[src/rtl/alu_pkg.sv]
// Shared ALU definitions: divider FSM encoding, opcodes, default datapath width.
package alu_pkg;

  localparam int unsigned DEF_WIDTH = 8;

  localparam logic [3:0] OP_DIV = 4'd6;
  localparam logic [3:0] OP_MOD = 4'd7;

  typedef enum logic [1:0] {
    ST_IDLE = 2'd0,
    ST_CALC = 2'd1,
    ST_FIN  = 2'd2
  } div_state_e;

endpackage

[src/rtl/alu_div_seq_if.sv]
// Start/done handshake and operand/result bus between the opcode decoder and the divider.
interface alu_div_seq_if #(
  parameter int unsigned WIDTH = 8
) ();

  logic             start;
  logic [WIDTH-1:0] A;
  logic [WIDTH-1:0] B;
  logic             busy;
  logic             done;
  logic [WIDTH-1:0] Q;
  logic [WIDTH-1:0] R;
  logic             dz;

  modport master (output start, A, B, input busy, done, Q, R, dz);
  modport slave  (input start, A, B, output busy, done, Q, R, dz);

endinterface

[src/rtl/alu_div_seq_div_step.sv]
// One restoring-division iteration: shift {rem, quo} left, trial-subtract, select.
module div_step #(
  parameter int unsigned WIDTH = 8
) (
  input  logic [WIDTH-1:0] rem_i,
  input  logic [WIDTH-1:0] quo_i,
  input  logic [WIDTH-1:0] div_i,
  output logic [WIDTH-1:0] rem_o,
  output logic [WIDTH-1:0] quo_o
);

  logic [WIDTH:0] rem_sh;
  logic [WIDTH:0] trial;
  logic           trial_neg;

  // rem stays below the divisor, so the MSB of the WIDTH+1 bit difference is the borrow
  always_comb begin
    rem_sh    = {rem_i, quo_i[WIDTH-1]};
    trial     = rem_sh - {1'b0, div_i};
    trial_neg = trial[WIDTH];
    rem_o     = trial_neg ? rem_sh[WIDTH-1:0] : trial[WIDTH-1:0];
    quo_o     = {quo_i[WIDTH-2:0], ~trial_neg};
  end

endmodule

[src/rtl/alu_div_seq.sv]
// Sequential unsigned restoring divider: one quotient bit per cycle, start/done handshake.
module alu_div_seq
  import alu_pkg::*;
#(
  parameter int unsigned WIDTH = DEF_WIDTH
) (
  input logic          clk,
  input logic          rst_n,
  alu_div_seq_if.slave bus
);

  localparam int unsigned CNT_W = $clog2(WIDTH);

  div_state_e       state_q, state_d;
  logic [WIDTH-1:0] rem_q, rem_d;
  logic [WIDTH-1:0] quo_q, quo_d;
  logic [WIDTH-1:0] div_q, div_d;
  logic [CNT_W-1:0] cnt_q, cnt_d;
  logic             busy_q, busy_d;
  logic             done_q, done_d;
  logic [WIDTH-1:0] q_q, q_d;
  logic [WIDTH-1:0] r_q, r_d;
  logic             dz_q, dz_d;
  logic [WIDTH-1:0] step_rem;
  logic [WIDTH-1:0] step_quo;

  div_step #(.WIDTH(WIDTH)) u_step (
    .rem_i (rem_q),
    .quo_i (quo_q),
    .div_i (div_q),
    .rem_o (step_rem),
    .quo_o (step_quo)
  );

  // State register
  always_ff @(posedge clk or negedge rst_n) begin
    if (!rst_n) state_q <= ST_IDLE;
    else        state_q <= state_d;
  end

  // Next-state logic; divide-by-zero skips CALC entirely
  always_comb begin
    state_d = state_q;
    unique case (state_q)
      ST_IDLE: if (bus.start) state_d = (bus.B == '0) ? ST_FIN : ST_CALC;
      ST_CALC: if (cnt_q == '0) state_d = ST_FIN;
      ST_FIN:  state_d = ST_IDLE;
      default: state_d = ST_IDLE;
    endcase
  end

  // Datapath and output next values; results load only on entry to FIN
  always_comb begin
    rem_d  = rem_q;
    quo_d  = quo_q;
    div_d  = div_q;
    cnt_d  = cnt_q;
    q_d    = q_q;
    r_d    = r_q;
    dz_d   = dz_q;
    busy_d = (state_d != ST_IDLE);
    done_d = (state_d == ST_FIN);
    unique case (state_q)
      ST_IDLE: begin
        if (bus.start) begin
          if (bus.B != '0) begin
            quo_d = bus.A;
            div_d = bus.B;
            rem_d = '0;
            cnt_d = CNT_W'(WIDTH - 1);
          end else begin
            q_d  = '1;
            r_d  = bus.A;
            dz_d = 1'b1;
          end
        end
      end
      ST_CALC: begin
        rem_d = step_rem;
        quo_d = step_quo;
        if (cnt_q == '0) begin
          q_d  = step_quo;
          r_d  = step_rem;
          dz_d = 1'b0;
        end else begin
          cnt_d = cnt_q - CNT_W'(1);
        end
      end
      default: ;
    endcase
  end

  // Datapath and output registers
  always_ff @(posedge clk or negedge rst_n) begin
    if (!rst_n) begin
      rem_q  <= '0;
      quo_q  <= '0;
      div_q  <= '0;
      cnt_q  <= '0;
      busy_q <= 1'b0;
      done_q <= 1'b0;
      q_q    <= '0;
      r_q    <= '0;
      dz_q   <= 1'b0;
    end else begin
      rem_q  <= rem_d;
      quo_q  <= quo_d;
      div_q  <= div_d;
      cnt_q  <= cnt_d;
      busy_q <= busy_d;
      done_q <= done_d;
      q_q    <= q_d;
      r_q    <= r_d;
      dz_q   <= dz_d;
    end
  end

  assign bus.busy = busy_q;
  assign bus.done = done_q;
  assign bus.Q    = q_q;
  assign bus.R    = r_q;
  assign bus.dz   = dz_q;

endmodule
[src/flat_wrapper.sv]
// flat-port wrapper written by rule: the top's interface ports become plain ports
module alu_div_seq_flat import alu_pkg::*;
#(
  parameter int unsigned WIDTH = DEF_WIDTH
)
  (clk, rst_n, bus_start, bus_A, bus_B, bus_busy, bus_done, bus_Q, bus_R, bus_dz);
  alu_div_seq_if #(.WIDTH(WIDTH)) bus_i ();
  input logic clk;
  input logic rst_n;
  input wire logic [$bits(bus_i.start)-1:0] bus_start;
  input wire logic [$bits(bus_i.A)-1:0] bus_A;
  input wire logic [$bits(bus_i.B)-1:0] bus_B;
  output wire logic [$bits(bus_i.busy)-1:0] bus_busy;
  output wire logic [$bits(bus_i.done)-1:0] bus_done;
  output wire logic [$bits(bus_i.Q)-1:0] bus_Q;
  output wire logic [$bits(bus_i.R)-1:0] bus_R;
  output wire logic [$bits(bus_i.dz)-1:0] bus_dz;
  assign bus_i.start = bus_start;
  assign bus_i.A = bus_A;
  assign bus_i.B = bus_B;
  assign bus_busy = bus_i.busy;
  assign bus_done = bus_i.done;
  assign bus_Q = bus_i.Q;
  assign bus_R = bus_i.R;
  assign bus_dz = bus_i.dz;
  alu_div_seq #(.WIDTH(WIDTH)) u_core (.clk(clk), .rst_n(rst_n), .bus(bus_i));
endmodule
[config.mk]
export PLATFORM = sky130hd
export DESIGN_NAME = alu_div_seq_flat
export DESIGN_NICKNAME = d
export VERILOG_FILES = /design/src/rtl/alu_pkg.sv /design/src/rtl/alu_div_seq_if.sv /design/src/rtl/alu_div_seq_div_step.sv /design/src/rtl/alu_div_seq.sv /design/src/flat_wrapper.sv
export SDC_FILE = /design/constraint.sdc
export NUM_CORES = 1
export LEC_CHECK = 0
export CAP_MARGIN = 30
export CORE_ASPECT_RATIO = 0.7
export CORE_MARGIN = 4
export CORE_UTILIZATION = 41
export DETAILED_ROUTE_END_ITERATION = 7
export PLACE_DENSITY = 0.72
export REMOVE_ABC_BUFFERS = 1
export SLEW_MARGIN = 20
export SYNTH_ARGS = -nofsm -noshare
export SYNTH_HDL_FRONTEND = slang
export SYNTH_SLANG_ARGS = --single-unit
[constraint.sdc]
create_clock -name clk -period 7.7 [get_ports clk]
set_input_delay 1.925 -clock clk [delete_from_list [all_inputs] [get_ports clk]]
set_output_delay 1.925 -clock clk [all_outputs]
set_load 0.01 [all_outputs]
Word-level counts from Yosys, hierarchy flattened
Index checks and enable logic that the tools add are counted.
- word-level logic and storage cells: 57
- flip-flop bits (word level): 48
- bits of input ports: 19
- reductions and logical operators: 10
- add/subtract/negate cells: 2
- equality and inequality tests: 7
- bitwise gates (word level): 1
- mux-type cells: 27
- operators with widths (cell ; number):
    $mux W8 ; 11
    $pmux W8 S2 ; 4
    $mux W3 ; 3
    $sub A9 B8 Y9 ; 1
    $logic_not A8 Y1 ; 1
    $reduce_and A4 Y1 ; 2
    $reduce_bool A8 Y1 ; 1
    $mux W2 ; 3
    $ne A2 B2 Y1 const B ; 3
    $pmux W3 S2 ; 1
    $reduce_and A3 Y1 ; 2
    $ne A2 B1 Y1 const B ; 2
    $pmux W2 S2 ; 1
    $reduce_bool A2 Y1 ; 2
    $logic_not A3 Y1 ; 1
    $mux W1 ; 3
    $sub A3 B1 Y3 const B ; 1
    $eq A2 B1 Y1 const B ; 1
    $eq A2 B2 Y1 const B ; 1
    $logic_not A2 Y1 ; 1
    $pmux W1 S2 ; 1
    $not A1 Y1 ; 1

Longest topological paths before layout
Gate-level depths: netlist of run 1.
- depth in word-level cells: 5
- gate-level depth with buffers: 11
- mapped depth without buffers: 10

Modules after synthesis
From an unflattened synthesis of run 1, not the netlist that was laid out.
- cells, all modules: 234
- area, all modules: 2641.3 um2
- modules (own cells, without submodules) (module ; area each (um2) ; sequential area each (um2) ; instances ; cells an instance):
    alu_div_seq ; 2103.3 ; 1201.2 ; 1 ; 169
    div_step ; 538.0 ; 0.0 ; 1 ; 65

Worst setup path before layout of run 1
Ideal clock, no wire load.
- kind: input to register
- start point: in bus_B[1]
- end point: reg u_core.r_q[6], in the netlist u_core.bus.R[6]
- setup time: 126 ps
- stages on the path: 7
- arrival time: 3228 ps
- slack: 4346 ps
- path through: nor4_1 > nand2_1 > nor4b_4 > nor2_2 > clkinv_1 > nand2_1 > o32a_1
- cells in the longest elaborated chain, start to end: 3
- RTL lines (what ; line ; source):
    start, declared ; flat_wrapper.sv:12 ; input wire logic [$bits(bus_i.B)-1:0] bus_B;
    $reduce_bool A8 Y1 ; alu_div_seq.sv:66 ; if (bus.B != '0) begin
    $ne A2 B2 Y1 (no line) ; - ;
    $reduce_and A4 Y1 (no line) ; - ;
    end signal, assigned ; alu_div_seq.sv:113 ; r_q <= r_d;
    end, declared ; alu_div_seq.sv:22 ; logic [WIDTH-1:0] r_q, r_d;
Every way passes these cells.
A chain may end at the register's enable or synchronous reset.

Worst setup path after layout of run 1
- start point: in bus_B[5]
- end point: reg u_core.r_q[6], in the netlist u_core.bus.R[6]
The elaborated chain is that of the path after synthesis.

==> results of run 1 <==
==> layout make-up <==
cell class	instances	area, um2
Fill cell	554	2780
Multi-Input combinational cell	186	1200
Sequential cell	48	1200
Timing Repair Buffer	40	388
Tap cell	75	93.8
Clock buffer	6	82.6
Inverter	14	52.6
Clock inverter	2	38.8
==> Yosys cell counts, types with 5 or more instances <==
library cell / n
dfrtp_1: 48
nand2_1: 45
o21ai_0: 24
a21oi_1: 13
mux2i_1: 13
nor2_1: 13
inv_1: 12
ha_1: 10
nand3_1: 9
nand2b_1: 7
a21o_1: 5
clkbuf_1: 5
==> per-layer routing <==
layer | part of all wire (%) | vias to the layer above
met5 | 0 | -
met4 | 0.69 | 0
met3 | 7.0 | 4
met2 | 40 | 50
met1 | 52 | 922
li1 | - | 975
==> final timing paths <==
check / depth (start not counted) / slack [ns] / to / startpoint
max: 8 / 3.76 / u_core.bus.R[6] / bus_B[5]
min: 1 / 0.49 / u_core.bus.dz / u_core.bus.dz
max in group asynchronous: 2 / 5.58 / u_core.quo_q[2] / rst_n
min in group asynchronous: 2 / 1.71 / u_core.div_q[1] / rst_n
max reg2reg: 11 / 4.89 / u_core.bus.R[0] / u_core.quo_q[7]
min reg2reg: 1 / 0.49 / u_core.bus.dz / u_core.bus.dz
==> placed cells by master, fill, tap and decap left out, types with 2 or more instances in the layout <==
| cell type | count |
|---|---|
| dfrtp_1 | 48 |
| nand2_1 | 45 |
| clkdlybuf4s50_1 | 36 |
| o21ai_0 | 24 |
| nor2_1 | 13 |
| a21oi_1 | 13 |
| mux2i_1 | 13 |
| inv_1 | 12 |
| ha_1 | 10 |
| nand3_1 | 9 |
| nand2b_1 | 7 |
| clkbuf_8 | 6 |
| a21o_1 | 5 |
| mux2_2 | 4 |
| nor2b_1 | 3 |
| o211ai_1 | 3 |
| o22a_1 | 3 |
| buf_4 | 3 |
| nor4_1 | 2 |
| or2_2 | 2 |
| nor3_2 | 2 |
| a211oi_1 | 2 |
| or3_1 | 2 |
| xor2_1 | 2 |
| o22ai_1 | 2 |
| a41oi_1 | 2 |
==> stage by stage <==
stage | hold WS, ns | total power, mW | util, % | cells
after floorplan | 0.452 | 1.05 | - | 248
after global placement | 0.474 | 1.30 | 50.2 | 362
after detailed placement | 0.469 | 1.32 | 50.2 | 362
after CTS | 0.490 | 1.52 | 52.3 | 370
after global routing | 0.513 | 1.67 | 52.4 | 371
final | 0.487 | 1.52 | 52.4 | 371
==> registers in the layout (all words and copies together) (netlist names) <==
register / cells
u_core.bus.Q: 8
u_core.state_q: 2
u_core.quo_q: 8
u_core.div_q: 8
u_core.bus.busy: 1
u_core.bus.dz: 1
u_core.cnt_q: 3
u_core.bus.R: 8
u_core.bus.done: 1
u_core.rem_q: 8
==> power breakdown <==
| group | switching (mW) | internal (mW) |
|---|---|---|
| Clock | 0.0876 | 0.106 |
| Sequential | 0.0751 | 0.378 |
| Combinational | 0.471 | 0.406 |
| Total | 0.634 | 0.890 |
==> cell families after synthesis <==
group / synth area share [%]
adder cells (fa/ha/maj): 5.76
buffers and inverters: 4.57
AND/OR/NAND/NOR: 18.8
AO/OA/AOI/OAI: 15.2
multiplexers: 6.95
XOR/XNOR: 1.04
flip-flops: 47.7
==> flow_summary.ini, run 1 <==
[logic_synthesis]
synthCells = 259
avgSynthCellArea_um2 = 9.73
ys_seq_elements = 48
synth_area_leaders = dfrtp_1 (48%), nand2_1 (6.7%), mux2i_1 (5.2%), ha_1 (5.0%), o21ai_0 (4.8%)
ys_seq_area_share_pct = 47.7
synth_warnings = 0
synth.top_cell.area_share_pct = 47.7
syn-cell-area_um2 = 2520
synth_ff_type = dfrtp_1
yosys.cell_types.count = 47
synth_edf_count = 0
synthArstFlopShare_pct = 100
synth_top_area_cell = dfrtp_1

[die]
pin_count = 38
dieArea_um2 = 7480
core_area_um2 = 5840
initial_utilization_pct = 43.1
rows = 23
die_width_um = 102
die_h_um = 73.6

[clock_tree]
cts_resized = 0
cts_root_buffer = clkbuf_8
cts.sinks = 48
h-tree-depth = 2
insertion_delay_ns = 0.31
clockBufferDepth = 2
cts_tree = done
holdBufCountCts = 0
cts_setup_buffers = 0
cts-buffers-inserted = 5
clk_pin_slew_ns = 0.10

[power]
powerDensity_nw_per_um2 = 498
power.leakage_nw = 1.35
vdd_drop_max_v = 0.000182

[finish]
final_area_um2 = 3060
drive_gt1_share_pct = 10.1
diodes = 0
area_growth_pct = 21.5
nets = 325

[worst_setup_path]
path_class = input pin to flop
cp-end-kind = flop
critPathSlowestCell = nor4b_4
startpoint_type = input pin
crit_chain = clkdlybuf4s50_1 > nor4_1 > nand2_1 > nor4b_4 > nor2_2 > clkinv_1 > nand2_1 > o32a_1
cp_top_family = simple AND/OR/NAND/NOR gates
crit_required_ns = 7.90
crit_arrival_ns = 4.14
cp_slowest_stage_delay_ns = 0.51
cp.buffers_inverters = 2
crit_fanout = 19
cp_common_cell = nand2_1

[drt]
drt_pre_antenna_iters = 4
via_count = 1951
wl_um = 5540
post-route-drc-count = 0
viasPerCell = 5.26
wl_per_cell_um = 14.9
final_antenna_net_count = 0
drt_iter0_drc = 101

[placed_design]
port_buffers = 37
dpl_worst_slack_ns = 3.41
hpwl_um = 3930
gp_congestion = 0.795
dpl_cell_area_um2 = 2930

[timing]
grt_setup_unrepaired = false
hold_viol_final = 0
period_share_pct = 51.1
fin_ws_ns = 3.76
setup_tns_ns = 0
setup_violations = 0
worst_slew_pin_slew_ns = 0.808
fin_worst_skew_ns = 0.0102
fmax_ghz = 0.254
relSlewSlack_pct = 46.1
drv_slew = 0
final.min_clock_period_ns = 3.94

[global_routing]
busiest_layer = met1
overflow = 0
gr-usage-met1_pct = 25.0
gr-usage-met2_pct = 22.2
grtUsageTotal_pct = 16.1
grt_pass1_wl_um = 9420
use_met3_pct = 3.98
antenna_found_initial = 0
grt_max_degree = 49
grt_pass1_vias = 1865

[outcome]
outcome = complete, no violations

[flow_run]
cap_violations = 0

[min_path]
worstHoldPathType = flop to flop
Note: power is estimated with default switching activity, not from simulation.
==> run 2: changes to the inputs <==
- PLACE_DENSITY: 0.72 -> 0.75
- clock period: 7.7 -> 3.2 ns (I/O delays scaled with it)
==> flow_summary.ini, run 2 (synthesized netlist as in run 1, its figures left out) <==
[worst_setup_path]
startpoint_type = flop
crit_required_ns = 3.42
crit_fanout = 10
cp_slowest_stage_delay_ns = 0.64
crit_arrival_ns = 3.17
crit_chain = inv_1 > ha_1 > inv_1 > fa_1 > a211oi_2 > nor3_2 > mux2i_1 > nor3_2 > buf_4 > nand3_1 > a41oi_1
path_class = flop to flop
cp-end-kind = flop
critPathSlowestCell = nor3_2

[clock_tree]
clockBufferDepth = 2
cts.sinks = 48
cts_tree = done
cts_resized = 0
h-tree-depth = 2
cts_root_buffer = clkbuf_8
insertion_delay_ns = 0.31
holdBufCountCts = 0
cts_setup_buffers = 0
clk_pin_slew_ns = 0.09
cts-buffers-inserted = 5

[global_routing]
antenna_found_initial = 0
overflow = 0
grtUsageTotal_pct = 16.8
grt_max_degree = 49
grt_pass1_wl_um = 9840
grt_pass1_vias = 1977

[drt]
met3_wirelength_um = 454
final_antenna_net_count = 0
wl_met1_um = 2980
drt_pre_antenna_iters = 4
wl_per_cell_um = 15.2
post-route-drc-count = 0
drt_iter0_drc = 143
top_layer = met4
viasPerCell = 5.31
via_count = 1997
wl_um = 5710
wl_met2_um = 2220

[finish]
seqCellArea_um2 = 1200
diodes = 0
nFillCells = 534
multi_input_area_um2 = 1200
utilization_pct = 53.0
area_growth_pct = 22.9
nets = 330
final_area_um2 = 3100
drive_gt1_share_pct = 11.6
final_common_cell = dfrtp_1
final_cell_mix = dfrtp_1 (48), nand2_1 (45), clkdlybuf4s50_1 (36)

[placed_design]
hpwl_um = 4150
gp_congestion = 0.898
port_buffers = 37
dpl_cell_area_um2 = 2980

[timing]
setup_tns_ns = 0
setup_violations = 0
relSlewSlack_pct = 49.5
fin_worst_skew_ns = 0.00809
hold_viol_final = 0
final.min_clock_period_ns = 2.94
period_share_pct = 92.0
fmax_ghz = 0.340
worst_slew_pin_slew_ns = 0.756
grt_setup_unrepaired = false
drv_slew = 0

[flow_run]
cap_violations = 0

[power]
vdd_drop_max_v = 0.000447
power.leakage_nw = 1.38
powerDensity_nw_per_um2 = 1200

[die]
initial_utilization_pct = 43.1
dieArea_um2 = 7480
core_area_um2 = 5840
rows = 23
die_h_um = 73.6
die_width_um = 102
pin_count = 38

[outcome]
outcome = complete, no violations

[min_path]
worstHoldPathType = flop to flop
run 2: worst paths after layout:
| check | startpoint | endpoint | depth (start not counted) | slack, ns |
|---|---|---|---|---|
| max reg2reg | u_core.quo_q[7] | u_core.bus.R[3] | 11 | 0.26 |
| min reg2reg | u_core.bus.dz | u_core.bus.dz | 1 | 0.48 |
| min in group asynchronous | rst_n | u_core.bus.busy | 2 | 0.58 |
| max | u_core.quo_q[7] | u_core.bus.R[3] | 11 | 0.26 |
| max in group asynchronous | rst_n | u_core.quo_q[5] | 2 | 2.21 |
| min | u_core.bus.dz | u_core.bus.dz | 1 | 0.48 |
run 2: where the power goes:
part           internal (mW)  switching, mW  total, mW
clock                  0.256          0.212      0.468
combinational           1.02           1.15       2.17
sequential             0.909          0.186       1.09
total                   2.18           1.55       3.73
run 2: through the flow:
stage | std cells | power [mW] | hold slack (ns) | setup WS, ns
finish | 376 | 3.73 | 0.481 | 0.255
CTS | 376 | 3.74 | 0.485 | 0.259
global placement | 368 | 3.21 | 0.462 | 0.263
global route | 376 | 4.08 | 0.498 | 0.00200
floorplan | 248 | 2.52 | 0.452 | 0.493
detailed placement | 368 | 3.26 | 0.466 | 0.230
run 2: final cells by class:
class | instances | share of cell area [%]
Multi-Input combinational cell | 186 | 38.9
Clock buffer | 6 | 2.67
Clock inverter | 2 | 1.25
Sequential cell | 48 | 38.8
Timing Repair Buffer | 45 | 13.7
Tap cell | 75 | 3.03
Inverter | 14 | 1.70
run 2: worst max-delay path, delay by kind of cell, from the launching register on:
family / cells / cell delay [ns]
AOI/OAI and AO/OA: 2 / 0.55
adders and majority gates: 2 / 0.57
buffers and inverters: 3 / 0.36
DFF: 1 / 0.39
muxes: 1 / 0.14
and+or+nand+nor: 3 / 0.82
run 2: layer usage:
layer / GRT usage, % / vias to the layer above
li1: - / 986
met1: 26.6 / 941
met2: 22.5 / 63
met3: 4.27 / 7
met4: 4.42 / 0
met5: 0 / -
==> run 3: changes to the inputs <==
- PLACE_DENSITY: 0.75 -> 0.72
- clock period: 3.2 -> 3.3 ns (I/O delays scaled with it)
==> flow_summary.ini, run 3 (synthesized netlist as in run 1, its figures left out) <==
[finish]
area_growth_pct = 22.4
nets = 329
drive_gt1_share_pct = 11.3
final_common_cell = dfrtp_1
diodes = 0
nFillCells = 527
final_cell_mix = dfrtp_1 (48), nand2_1 (45), clkdlybuf4s50_1 (36)

[die]
rows = 23
dieArea_um2 = 7480
pin_count = 38
die_h_um = 73.6
initial_utilization_pct = 43.1
die_width_um = 102
core_area_um2 = 5840

[placed_design]
port_buffers = 37
gp_congestion = 0.809
hpwl_um = 4130

[clock_tree]
clk_pin_slew_ns = 0.10
clockBufferDepth = 2
insertion_delay_ns = 0.32
cts_resized = 0
cts_setup_buffers = 0
holdBufCountCts = 0
cts.sinks = 48
cts_tree = done
cts_root_buffer = clkbuf_8
h-tree-depth = 2
cts-buffers-inserted = 5

[worst_setup_path]
cp_slowest_stage_delay_ns = 0.43
cp-end-kind = flop
crit_required_ns = 3.53
crit_chain = inv_1 > ha_1 > inv_1 > fa_1 > a211oi_2 > nor3_2 > mux2i_1 > nor3_2 > buf_4 > mux2_2 > o211ai_1
ff2ff_setup_slack_ns = 0.54
crit_fanout = 8
path_class = flop to flop
cp_top_family = adder cells
startpoint_type = flop
crit_arrival_ns = 3.00
critPathSlowestCell = fa_1
cp.buffers_inverters = 3

[timing]
fmax_ghz = 0.362
setup_tns_ns = 0
hold_viol_final = 0
period_share_pct = 83.7
fin_worst_skew_ns = 0.0114
final.min_clock_period_ns = 2.76
relSlewSlack_pct = 54.8
grt_setup_unrepaired = false
worst_slew_pin_slew_ns = 0.677
drv_slew = 0
fin_hold_ws_ns = 0.493
setup_violations = 0

[flow_run]
cap_violations = 0

[global_routing]
grt_pass1_vias = 1973
overflow = 0
antenna_found_initial = 0
grt_pass1_wl_um = 9790
grtUsageTotal_pct = 17.1
grt_max_degree = 49

[power]
powerDensity_nw_per_um2 = 1170
vdd_drop_max_v = 0.000478
power.leakage_nw = 1.37

[drt]
final_antenna_net_count = 0
viasPerCell = 5.30
post-route-drc-count = 0
wl_per_cell_um = 15.4
wl_um = 5760
drt_iter0_drc = 115
via_count = 1988
drt_pre_antenna_iters = 6

[outcome]
outcome = complete, no violations

[min_path]
worstHoldPathType = flop to flop
[run 3: layout make-up]
cell class | instances | area, um2 | area share [%]
inverters | 14 | 52.6 | 1.70
repair buffers | 44 | 418 | 13.5
clock buffers | 5 | 68.8 | 2.23
clock inverters | 3 | 46.3 | 1.50
multi-input cells | 186 | 1200 | 39.0
flip-flops and latches | 48 | 1200 | 38.9
well taps | 75 | 93.8 | 3.04
[run 3: worst paths after layout]
path,endpoint,start,cells after the start
setup / recovery,u_core.bus.R[0],u_core.quo_q[7],11
hold / removal,u_core.bus.dz,u_core.bus.dz,1
setup reg to reg,u_core.bus.R[0],u_core.quo_q[7],11
hold reg to reg,u_core.bus.dz,u_core.bus.dz,1
max in group asynchronous,u_core.quo_q[0],rst_n,2
min in group asynchronous,u_core.div_q[4],rst_n,2
[run 3: metrics by stage]
step                      power [mW]  utilization [%]  cells  cell area (um2)  worst slack (ns)
final                           3.60             52.8    375             3080             0.537
after global routing            3.93             52.8    375             3080             0.398
after CTS                       3.61             52.8    375             3080             0.541
after detailed placement        3.14             50.8    367             2970             0.303
after global placement          3.09             50.8    367             2970             0.398
after floorplan                 2.44                -    248             2460             0.593
[run 3: worst register-to-register path, cell delays in order (launching register included)]
cell,delay [ns]
dfrtp_1,0.39
inv_1,0.08
ha_1,0.18
inv_1,0.06
fa_1,0.43
a211oi_2,0.30
nor3_2,0.09
mux2i_1,0.14
nor3_2,0.28
buf_4,0.22
mux2_2,0.36
o211ai_1,0.15
[run 3: power breakdown]
group / leakage [nW] / internal, mW / switching (mW)
clock network: 0.0548 / 0.229 / 0.228
registers: 0.575 / 0.880 / 0.180
logic: 0.737 / 0.985 / 1.10
[run 3: per-layer routing]
layer / vias up / track usage [%] / part of all wire [%]
li1: 982 / - / -
met1: 957 / 25.3 / 52
met2: 42 / 23.8 / 41
met3: 7 / 4.36 / 5.4
met4: 0 / 6.49 / 1.6
met5: - / 0 / 0
